## src/rtl/mem_port_arbiter.sv

```systemverilog
// Shares one single-ported memory bus between instruction fetch (IF) and load/store (D).
// Data wins by default; a starvation counter forces IF through after STARVE_MAX D grants.
module mem_port_arbiter #(
  parameter int unsigned READ_LAT   = 1,
  parameter int unsigned STARVE_MAX = 4
) (
  input  logic        clk,
  input  logic        rst,
  input  logic        if_req,
  input  logic [31:0] if_addr,
  output logic        if_gnt,
  output logic        if_rvalid,
  output logic [31:0] if_rdata,
  input  logic        d_req,
  input  logic        d_wen,
  input  logic [31:0] d_addr,
  input  logic [31:0] d_wdata,
  input  logic [1:0]  d_mask,
  output logic        d_gnt,
  output logic        d_rvalid,
  output logic [31:0] d_rdata,
  output logic        m_valid,
  output logic        m_wen,
  output logic [31:0] m_addr,
  output logic [31:0] m_wdata,
  output logic [1:0]  m_mask,
  input  logic [31:0] m_rdata
);

  localparam int unsigned LAT_W  = 3;
  localparam int unsigned STV_W  = 4;
  localparam logic [1:0]  MASK_WORD = 2'b10;
  localparam logic        OWNER_IF  = 1'b0;
  localparam logic        OWNER_D   = 1'b1;

  typedef enum logic {
    S_IDLE = 1'b0,
    S_WAIT = 1'b1
  } state_t;

  state_t             state, state_nxt;
  logic [LAT_W-1:0]   lat_cnt, lat_nxt;
  logic               owner, owner_nxt;
  logic [STV_W-1:0]   starve_cnt, starve_nxt;

  logic ret_cycle;
  logic can_grant;
  logic if_win;
  logic d_win;
  logic rd_grant;

  // State register
  always_ff @(posedge clk or negedge rst) begin
    if (!rst) begin
      state      <= S_IDLE;
      lat_cnt    <= '0;
      owner      <= OWNER_IF;
      starve_cnt <= '0;
    end else begin
      state      <= state_nxt;
      lat_cnt    <= lat_nxt;
      owner      <= owner_nxt;
      starve_cnt <= starve_nxt;
    end
  end

  // Arbitration and next-state
  always_comb begin
    state_nxt  = state;
    lat_nxt    = lat_cnt;
    owner_nxt  = owner;
    starve_nxt = starve_cnt;

    ret_cycle = (state == S_WAIT) && (lat_cnt == LAT_W'(1));
    can_grant = (state == S_IDLE) || ret_cycle;
    if_win    = can_grant && if_req && (!d_req || (starve_cnt == STV_W'(STARVE_MAX)));
    d_win     = can_grant && d_req && !if_win;
    rd_grant  = if_win || (d_win && !d_wen);

    if (rd_grant) begin
      state_nxt = S_WAIT;
      lat_nxt   = LAT_W'(READ_LAT);
      owner_nxt = d_win ? OWNER_D : OWNER_IF;
    end else if (ret_cycle) begin
      state_nxt = S_IDLE;
      lat_nxt   = '0;
    end else if (state == S_WAIT) begin
      lat_nxt   = lat_cnt - LAT_W'(1);
    end

    // Fairness counter only tracks D grants taken while a fetch is waiting
    if (!if_req || if_win) begin
      starve_nxt = '0;
    end else if (d_win && (starve_cnt != STV_W'(STARVE_MAX))) begin
      starve_nxt = starve_cnt + STV_W'(1);
    end
  end

  // Bus and response outputs; held at zero while reset is asserted
  always_comb begin
    if_gnt    = 1'b0;
    d_gnt     = 1'b0;
    if_rvalid = 1'b0;
    d_rvalid  = 1'b0;
    if_rdata  = '0;
    d_rdata   = '0;
    m_valid   = 1'b0;
    m_wen     = 1'b0;
    m_addr    = '0;
    m_wdata   = '0;
    m_mask    = '0;

    if (rst) begin
      if_gnt = if_win;
      d_gnt  = d_win;

      if (if_win) begin
        m_valid = 1'b1;
        m_addr  = if_addr;
        m_mask  = MASK_WORD;
      end else if (d_win) begin
        m_valid = 1'b1;
        m_wen   = d_wen;
        m_addr  = d_addr;
        m_wdata = d_wdata;
        m_mask  = d_mask;
      end

      if (ret_cycle) begin
        if (owner == OWNER_D) begin
          d_rvalid = 1'b1;
          d_rdata  = m_rdata;
        end else begin
          if_rvalid = 1'b1;
          if_rdata  = m_rdata;
        end
      end
    end
  end

endmodule

```

## config.mk

```make
export PLATFORM = sky130hd
export DESIGN_NAME = mem_port_arbiter
export DESIGN_NICKNAME = d
export VERILOG_FILES = /design/src/rtl/mem_port_arbiter.sv
export SDC_FILE = /design/constraint.sdc
export NUM_CORES = 1
export LEC_CHECK = 0
export BUFFER_PORTS_ARGS = -buffer_cell sky130_fd_sc_hd__buf_2
export CORE_AREA = 8 8 98 100
export DETAILED_ROUTE_END_ITERATION = 10
export DIE_AREA = 0 0 106 108
export HOLD_SLACK_MARGIN = 0.02
export PLACE_DENSITY = 0.72
export RECOVER_POWER = 25
export SYNTH_ARGS = -nofsm -noshare
export SYNTH_HDL_FRONTEND = slang
export SYNTH_SLANG_ARGS = --single-unit
```

## constraint.sdc

```tcl
create_clock -name clk -period 4.27 [get_ports clk]
set_input_delay 0.854 -clock clk [delete_from_list [all_inputs] [get_ports clk]]
set_output_delay 0.854 -clock clk [all_outputs]
set_load 0.05 [all_outputs]
```

### Yosys cells after proc, flatten, opt, wreduce, memory -nomap -nowiden

Cells that the tools add are included.

* $add $sub $neg: 2
* $mul: 0
* div/mod/pow operators: 0
* $lt $le $gt $ge: 0
* eq/ne operators: 3
* shift-type cells: 0
* multiplexer cells: 36
* bitwise gates (word level): 1
* reductions and logical operators: 18

Operator list (count)
* $mux W32: 12
* $mux W1: 16
* $mux W3: 3
* $mux W4: 2
* $logic_and A1 B1 Y1: 7
* $mux W2: 3
* $add A4 B1 Y4 const B: 1
* $eq A4 B3 Y1 const B: 1
* $logic_not A1 Y1: 4
* $logic_or A1 B1 Y1: 4
* $ne A4 B3 Y1 const B: 1
* $reduce_bool A2 Y1: 2
* $eq A3 B1 Y1 const B: 1
* $reduce_bool A3 Y1: 1
* $sub A3 B1 Y3 const B: 1
* $not A1 Y1: 1

* flip-flop bits (word level): 9
* bits in latches: 0
* memory bits (writable): 0
* ROM bits: 0
* input port bits: 135
* memories kept: 0

### Depth between registers and ports, before layout

Gate-level depths: netlist of run 1.

* depth after elaboration: 10
* depth in mapped cells: 8

### Worst setup path after synthesis of run 1

No wires, ideal clock.

* path type: input to output
* start point: input rst
* end point: output d_rdata[11]
* arrival: 2.424 ns
* slack: 0.992 ns
* cell stages on the path: 4
* cells stage by stage: nand3_1 > nor3b_1 > clkbuf_1 > and2_1

* word-level cells in the longest chain between the ends: 1

Ends and longest elaborated chain
* start: declaration: line 8 `input logic rst,`
* $mux W32: line 113 `if (rst) begin`
* end: declaration: line 21 `output logic [31:0] d_rdata,`

Every way passes these cells.

### Worst setup path after layout of run 1

* start point: input rst
* end point: output m_wdata[8]

* word-level cells in the longest chain between the ends: 1

Ends and longest elaborated chain
* $mux W32: line 113
* end: declaration: line 25 `output logic [31:0] m_wdata,`

Every way passes these cells.

==> results.sh, run 1 <==
export IMPL_run_status="complete, no violations"
export IMPL_dpl_cell_count=642
export IMPL_post_cts_setup_buffer_count=0
export IMPL_layout_drive_gt1_share_pct=48.2
export IMPL_placement_cell_area_mm2=0.00316
export IMPL_detail_route_wirelength_um=10300
export IMPL_worst_slew_pin_transition_ns=0.831
export IMPL_synth_warning_count=0
export IMPL_power_per_cell_area_mw_per_mm2=409
export IMPL_synth_seq_cells=9
export IMPL_detail_route_antenna_nets=0
export IMPL_detailed_place_hpwl_um=9100
export IMPL_fmax_mhz=284
export IMPL_clock_sinks=9
export IMPL_dr_total_vias=2903
export IMPL_avgRoutedWirePerCell_um=15.8
export IMPL_synth_top_cell_area_share_pct=35.5
export IMPL_clock_tree_root_cell="clkbuf_8"
export IMPL_post_cts_hold_buffer_count=0
export IMPL_clk_latency_ns=0.24
export IMPL_grt_max_degree=36
export IMPL_final_min_clock_period_ns=3.52
export IMPL_maximum_fanout_along_the_worst_path=35
export IMPL_max_slew_margin_rel_pct=44.6
export IMPL_ys_flop_type="dfrtp_1"
export IMPL_required_arrival_time_at_the_worst_endpoint_ns=3.42
export IMPL_cp_end_kind="output pin"
export IMPL_startpoint_class_of_the_critical_path="input pin"
export IMPL_grt_first_pass_wirelength_um=15400
export IMPL_p_leak_nw=1.91
export IMPL_vdd_ir_drop_worst_uv=223
export IMPL_timing_clock_skew_ns=0.000856
export IMPL_rsz0062_at_grt="no"
export IMPL_hold_viol=0
export IMPL_post_cts_resized=0
export IMPL_syn_cell_area_mm2=0.00175
export IMPL_detail_route_vias_per_cell=4.49
export IMPL_data_arrival_critical_path_ns=2.67
export IMPL_global_route_overflow_total=0
export IMPL_yosys_cell_count_top_type="and2_1"
export IMPL_bufs_on_longest_clock_path=2
export IMPL_worst_hold_path_type="reg -> reg"
export IMPL_synth_area_top_cells="and2_1 35%, dfrtp_1 13%, a21oi_1 11%"
export IMPL_synthArstFlopShare_pct=100
export IMPL_synth_seq_area_share_pct=12.9
export IMPL_io_pin_count=271
export IMPL_first_global_vias=2964
export IMPL_area_delta_synth_final_pct=81.7
export IMPL_htree_levels=1
export IMPL_io_buffers=270
export IMPL_slew_violations=0
export IMPL_synthCells=287
export IMPL_coreArea_mm2=0.00805
export IMPL_synth_cell_types=26
export IMPL_cell_area_after_layout_mm2=0.00317
export IMPL_top_cells_by_instance_count_after_synthesis="99 x and2_1, 38 x a21oi_1, 38 x nand3_1"
export IMPL_regToRegSetupSlack_ns=2.21
export IMPL_number_of_enable_flip_flop_cells_after_synthesis=0
export IMPL_die_h_um=108
export IMPL_clock_pin_slew_on_the_worst_setup_and_hold_paths_ns=0.04
export IMPL_max_cap_violations=0
export IMPL_yosys_area_top_type="and2_1"
export IMPL_synth_net_count=426
export IMPL_floorplan_die_width_um=106
export IMPL_final_setup_worst_slack_ns=0.745
export IMPL_grtUsageTotal_pct=16.5
export IMPL_starting_density_of_the_core_pct=21.7
export IMPL_finalWeightedCongestion=0.923
export IMPL_detailedPlace_worstSlack_ns=0.858
export IMPL_layoutNonFillerInstCount=647
export IMPL_drt_pass1_iter_count=4
export IMPL_critPathKind="in -> out"
export IMPL_grt_antenna_before_repair=0
export IMPL_fin_setup_tns_ns=0
export IMPL_drc_errors=0
export IMPL_final_hold_worst_slack_ns=0.569
export IMPL_drtIter0Drc=81
export IMPL_postSynthAreaPerCell_um2=6.09
export IMPL_numCtsBuffers=3
export IMPL_finalNetCount=681
export IMPL_rows=33
export IMPL_post_route_period_util_pct=82.5
export IMPL_setup_viol_count_final=0
export IMPL_fp_dieArea_mm2=0.0114
export IMPL_tritoncts="done"
[layout make-up]
cell class | instances | area [um2]
antenna | 1 | 2.50
clock buffer | 4 | 45.0
fill | 889 | 4880
inverter | 8 | 30.0
multi-input combinational | 244 | 1370
sequential | 9 | 225
tap | 105 | 131
timing repair buffer | 276 | 1370
[critical path: stages]
cell and delay, ns:
clkbuf_1 0.45, and4_1 0.85, and2_1 0.24, buf_2 0.27
[report_power, final]
| group | switching, mW | internal, mW | leakage (nW) |
|---|---|---|---|
| Sequential | 0.0303 | 0.114 | 0.114 |
| Clock | 0.0359 | 0.0652 | 0.0228 |
| Combinational | 0.794 | 0.258 | 1.78 |
[cell families (layout without fill, tap and decap cells)]
| logic type | count (synthesis) | in the layout | share of synthesized area (%) |
|---|---|---|---|
| compound gates | 49 | 49 | 15.3 |
| fa+ha+maj | 4 | 4 | 2.87 |
| buf+inv | 34 | 288 | 8.67 |
| flops | 9 | 9 | 12.9 |
| other cells | 0 | 1 | 0 |
| simple gates | 191 | 191 | 60.2 |
[cells in the final DEF (no fill, tap or decap)]
cell type and instances:
buf_2 250, inv_1 8, nor3b_2 1, nand2b_1 2, and3b_1 1, dfrtp_1 9, ha_1 4, a221oi_1 1
buf_4 6, nor4b_1 1, nor3_1 2, nand3_1 38, nor3_2 1, and4_1 1, nand2_1 37, a21oi_1 38
nand4b_1 1, o31ai_1 1, o21a_1 1, and2_1 99, diode_2 1, o21ai_0 6, clkbuf_8 3, nor2_1 4
a31oi_1 2, nand4_1 2, nor2b_1 1, clkbuf_1 21
[sequential cells by signal (all words and copies together), names as in the netlist]
| name | count |
|---|---|
| lat_cnt | 3 |
| state | 1 |
| owner | 1 |
| starve_cnt | 4 |
[per-stage QoR]
stage	util (%)	power, mW
2_1_floorplan	-	0.945
3_3_place_gp	39.3	1.19
3_5_place_dp	39.3	1.21
4_1_cts	39.8	1.31
5_1_grt	39.4	1.38
6_report	39.4	1.30
[path summary, 6_finish.rpt]
check,from,endpoint,cells after the start
worst max-delay path,rst,m_wdata[8],4
worst min-delay path,lat_cnt[1]$_DFFE_PN0P_,lat_cnt[1]$_DFFE_PN0P_,2
worst max register to register,starve_cnt[0]$_DFFE_PN0P_,lat_cnt[1]$_DFFE_PN0P_,7
worst min register to register,lat_cnt[1]$_DFFE_PN0P_,lat_cnt[1]$_DFFE_PN0P_,2
max in group asynchronous,rst,lat_cnt[2]$_DFFE_PN0P_,1
min in group asynchronous,rst,state$_DFFE_PN0P_,1
[routing by layer]
layer,vias up,wire [um],track usage (%)
li1,1448,-,-
met1,1270,3830,17.3
met2,181,5020,29.5
met3,4,1330,7.50
met4,0,76,3.92
met5,-,0,0
Note: power is estimated with default switching activity, not from simulation.
==> run 2: changes to the inputs <==
--- a/config.mk
+++ b/config.mk
@@ -6,9 +6,9 @@
 export NUM_CORES = 1
 export LEC_CHECK = 0
 export BUFFER_PORTS_ARGS = -buffer_cell sky130_fd_sc_hd__buf_2
-export CORE_AREA = 8 8 98 100
+export CORE_AREA = 8 8 100 102
 export DETAILED_ROUTE_END_ITERATION = 10
-export DIE_AREA = 0 0 106 108
+export DIE_AREA = 0 0 108 110
 export HOLD_SLACK_MARGIN = 0.02
 export PLACE_DENSITY = 0.72
 export RECOVER_POWER = 25
==> constraint.sdc (replaced) <==
create_clock -name clk -period 3.2 [get_ports clk]
set_input_delay 0.64 -clock clk [delete_from_list [all_inputs] [get_ports clk]]
set_output_delay 0.64 -clock clk [all_outputs]
set_load 0.05 [all_outputs]
==> results.sh, run 2 (synthesis gave the netlist of run 1 again) <==
export IMPL_drtIter0Drc=88
export IMPL_fillers=913
export IMPL_dr_total_vias=2890
export IMPL_htree_levels=1
export IMPL_mostFrequentLayoutCell="buf_2"
export IMPL_run_status="complete, no violations"
export IMPL_critPathKind="reg -> out"
export IMPL_post_route_period_util_pct=92.2
export IMPL_final_min_clock_period_ns=2.95
export IMPL_first_global_vias=3012
export IMPL_layout_drive_gt1_share_pct=48.3
export IMPL_numCtsBuffers=3
export IMPL_power_per_cell_area_mw_per_mm2=540
export IMPL_finalWeightedCongestion=0.850
export IMPL_global_route_overflow_total=0
export IMPL_finalNetCount=684
export IMPL_starting_density_of_the_core_pct=20.6
export IMPL_grt_antenna_before_repair=0
export IMPL_clock_tree_root_cell="clkbuf_8"
export IMPL_tritoncts="done"
export IMPL_hold_viol=0
export IMPL_clock_pin_slew_on_the_worst_setup_and_hold_paths_ns=0.05
export IMPL_max_slew_margin_rel_pct=58.7
export IMPL_timing_clock_skew_ns=0.00511
export IMPL_fmax_mhz=339
export IMPL_avgRoutedWirePerCell_um=14.6
export IMPL_post_cts_hold_buffer_count=0
export IMPL_grt_first_pass_wirelength_um=14400
export IMPL_fin_setup_tns_ns=0
export IMPL_reg_largest_list="starve_cnt (4), lat_cnt (3)"
export IMPL_rows=34
export IMPL_rsz0062_at_grt="no"
export IMPL_io_buffers=270
export IMPL_fin_util_pct=37.7
export IMPL_regMostFlops="starve_cnt"
export IMPL_maximum_fanout_along_the_worst_path=34
export IMPL_post_cts_setup_buffer_count=0
export IMPL_clk_latency_ns=0.23
export IMPL_floorplan_die_width_um=108
export IMPL_io_pin_count=271
export IMPL_drc_errors=0
export IMPL_setup_viol_count_final=0
export IMPL_detail_route_wirelength_um=9540
export IMPL_coreArea_mm2=0.00847
export IMPL_clock_sinks=9
export IMPL_startpoint_class_of_the_critical_path="flop"
export IMPL_worst_hold_path_type="in -> async"
export IMPL_slew_violations=0
export IMPL_max_cap_violations=0
export IMPL_p_leak_nw=1.92
export IMPL_grt_max_degree=39
export IMPL_bufs_on_longest_clock_path=2
export IMPL_cp_end_kind="output pin"
export IMPL_grtUsageTotal_pct=14.7
export IMPL_required_arrival_time_at_the_worst_endpoint_ns=2.56
export IMPL_drt_pass1_iter_count=7
export IMPL_detail_route_vias_per_cell=4.43
export IMPL_largest_reg_flops=4
export IMPL_detail_route_antenna_nets=0
export IMPL_data_arrival_critical_path_ns=2.31
export IMPL_area_delta_synth_final_pct=82.6
export IMPL_num_antenna_cells=0
export IMPL_detailed_place_hpwl_um=8270
export IMPL_die_h_um=110
export IMPL_vdd_ir_drop_worst_uv=215
export IMPL_layout_cells_most_common_list="251 x buf_2, 99 x and2_1, 38 x nand3_1, 38 x a21oi_1, 37 x nand2_1"
export IMPL_post_cts_resized=0
export IMPL_worst_slew_pin_transition_ns=0.622
export IMPL_fp_dieArea_mm2=0.0119
-- run 2: cell count changes in the layout (fill, tap and decap cells not counted), sizes merged --
| cell | previous run | this run |
|---|---|---|
| clkbuf | 24 | 26 |
| diode | 1 | 0 |
| buf | 256 | 257 |
-- run 2: per-stage QoR --
stage | setup slack [ns] | cell area (um2) | total power [mW] | std cells | hold slack, ns
2_1_floorplan | 0.350 | 1750 | 1.26 | 287 | 0.344
3_3_place_gp | 0.609 | 3190 | 1.59 | 648 | 0.556
3_5_place_dp | 0.576 | 3190 | 1.62 | 648 | 0.558
4_1_cts | 0.359 | 3230 | 1.75 | 652 | 0.339
5_1_grt | 0.116 | 3190 | 1.84 | 652 | 0.528
6_report | 0.250 | 3190 | 1.72 | 652 | 0.482
-- run 2: cell type report --
cell class                 instances  area, um2  area share, %
timing repair buffer             279       1390           43.4
clock buffer                       4       45.0           1.41
tap                              108        135           4.24
inverter                           8       30.0          0.942
sequential                         9        225           7.06
multi-input combinational        244       1370           42.9
-- run 2: power breakdown --
part | switching (mW) | leakage (nW) | total [mW] | internal (mW)
logic | 1.06 | 1.79 | 1.40 | 0.346
clock network | 0.0418 | 0.0228 | 0.128 | 0.0865
registers | 0.0409 | 0.114 | 0.193 | 0.152
-- run 2: worst max-delay path, stage by stage (launching register included) --
cell     delay (ns)
dfrtp_1        0.37
inv_1          0.08
ha_1           0.21
and3b_1        0.21
o21ai_0        0.22
buf_4          0.36
nand3_1        0.13
a21oi_1        0.21
buf_2          0.30
-- run 2: final timing paths --
path / start / to / slack [ns] / cells after the start
min in group clk: starve_cnt[1]$_DFFE_PN0P_ / starve_cnt[1]$_DFFE_PN0P_ / 0.57 / 2
min: rst / state$_DFFE_PN0P_ / 0.48 / 2
max: starve_cnt[0]$_DFFE_PN0P_ / m_addr[25] / 0.25 / 8
max reg2reg: starve_cnt[0]$_DFFE_PN0P_ / lat_cnt[1]$_DFFE_PN0P_ / 1.16 / 7
min reg2reg: starve_cnt[1]$_DFFE_PN0P_ / starve_cnt[1]$_DFFE_PN0P_ / 0.57 / 2
max in group asynchronous: rst / lat_cnt[0]$_DFFE_PN0P_ / 2.34 / 2
-- run 2: layer usage --
metal	part of all wire, %	track usage [%]
met3	13	5.81
met1	36	14.5
met2	50	28.2
met4	0.73	3.47
met5	0	0
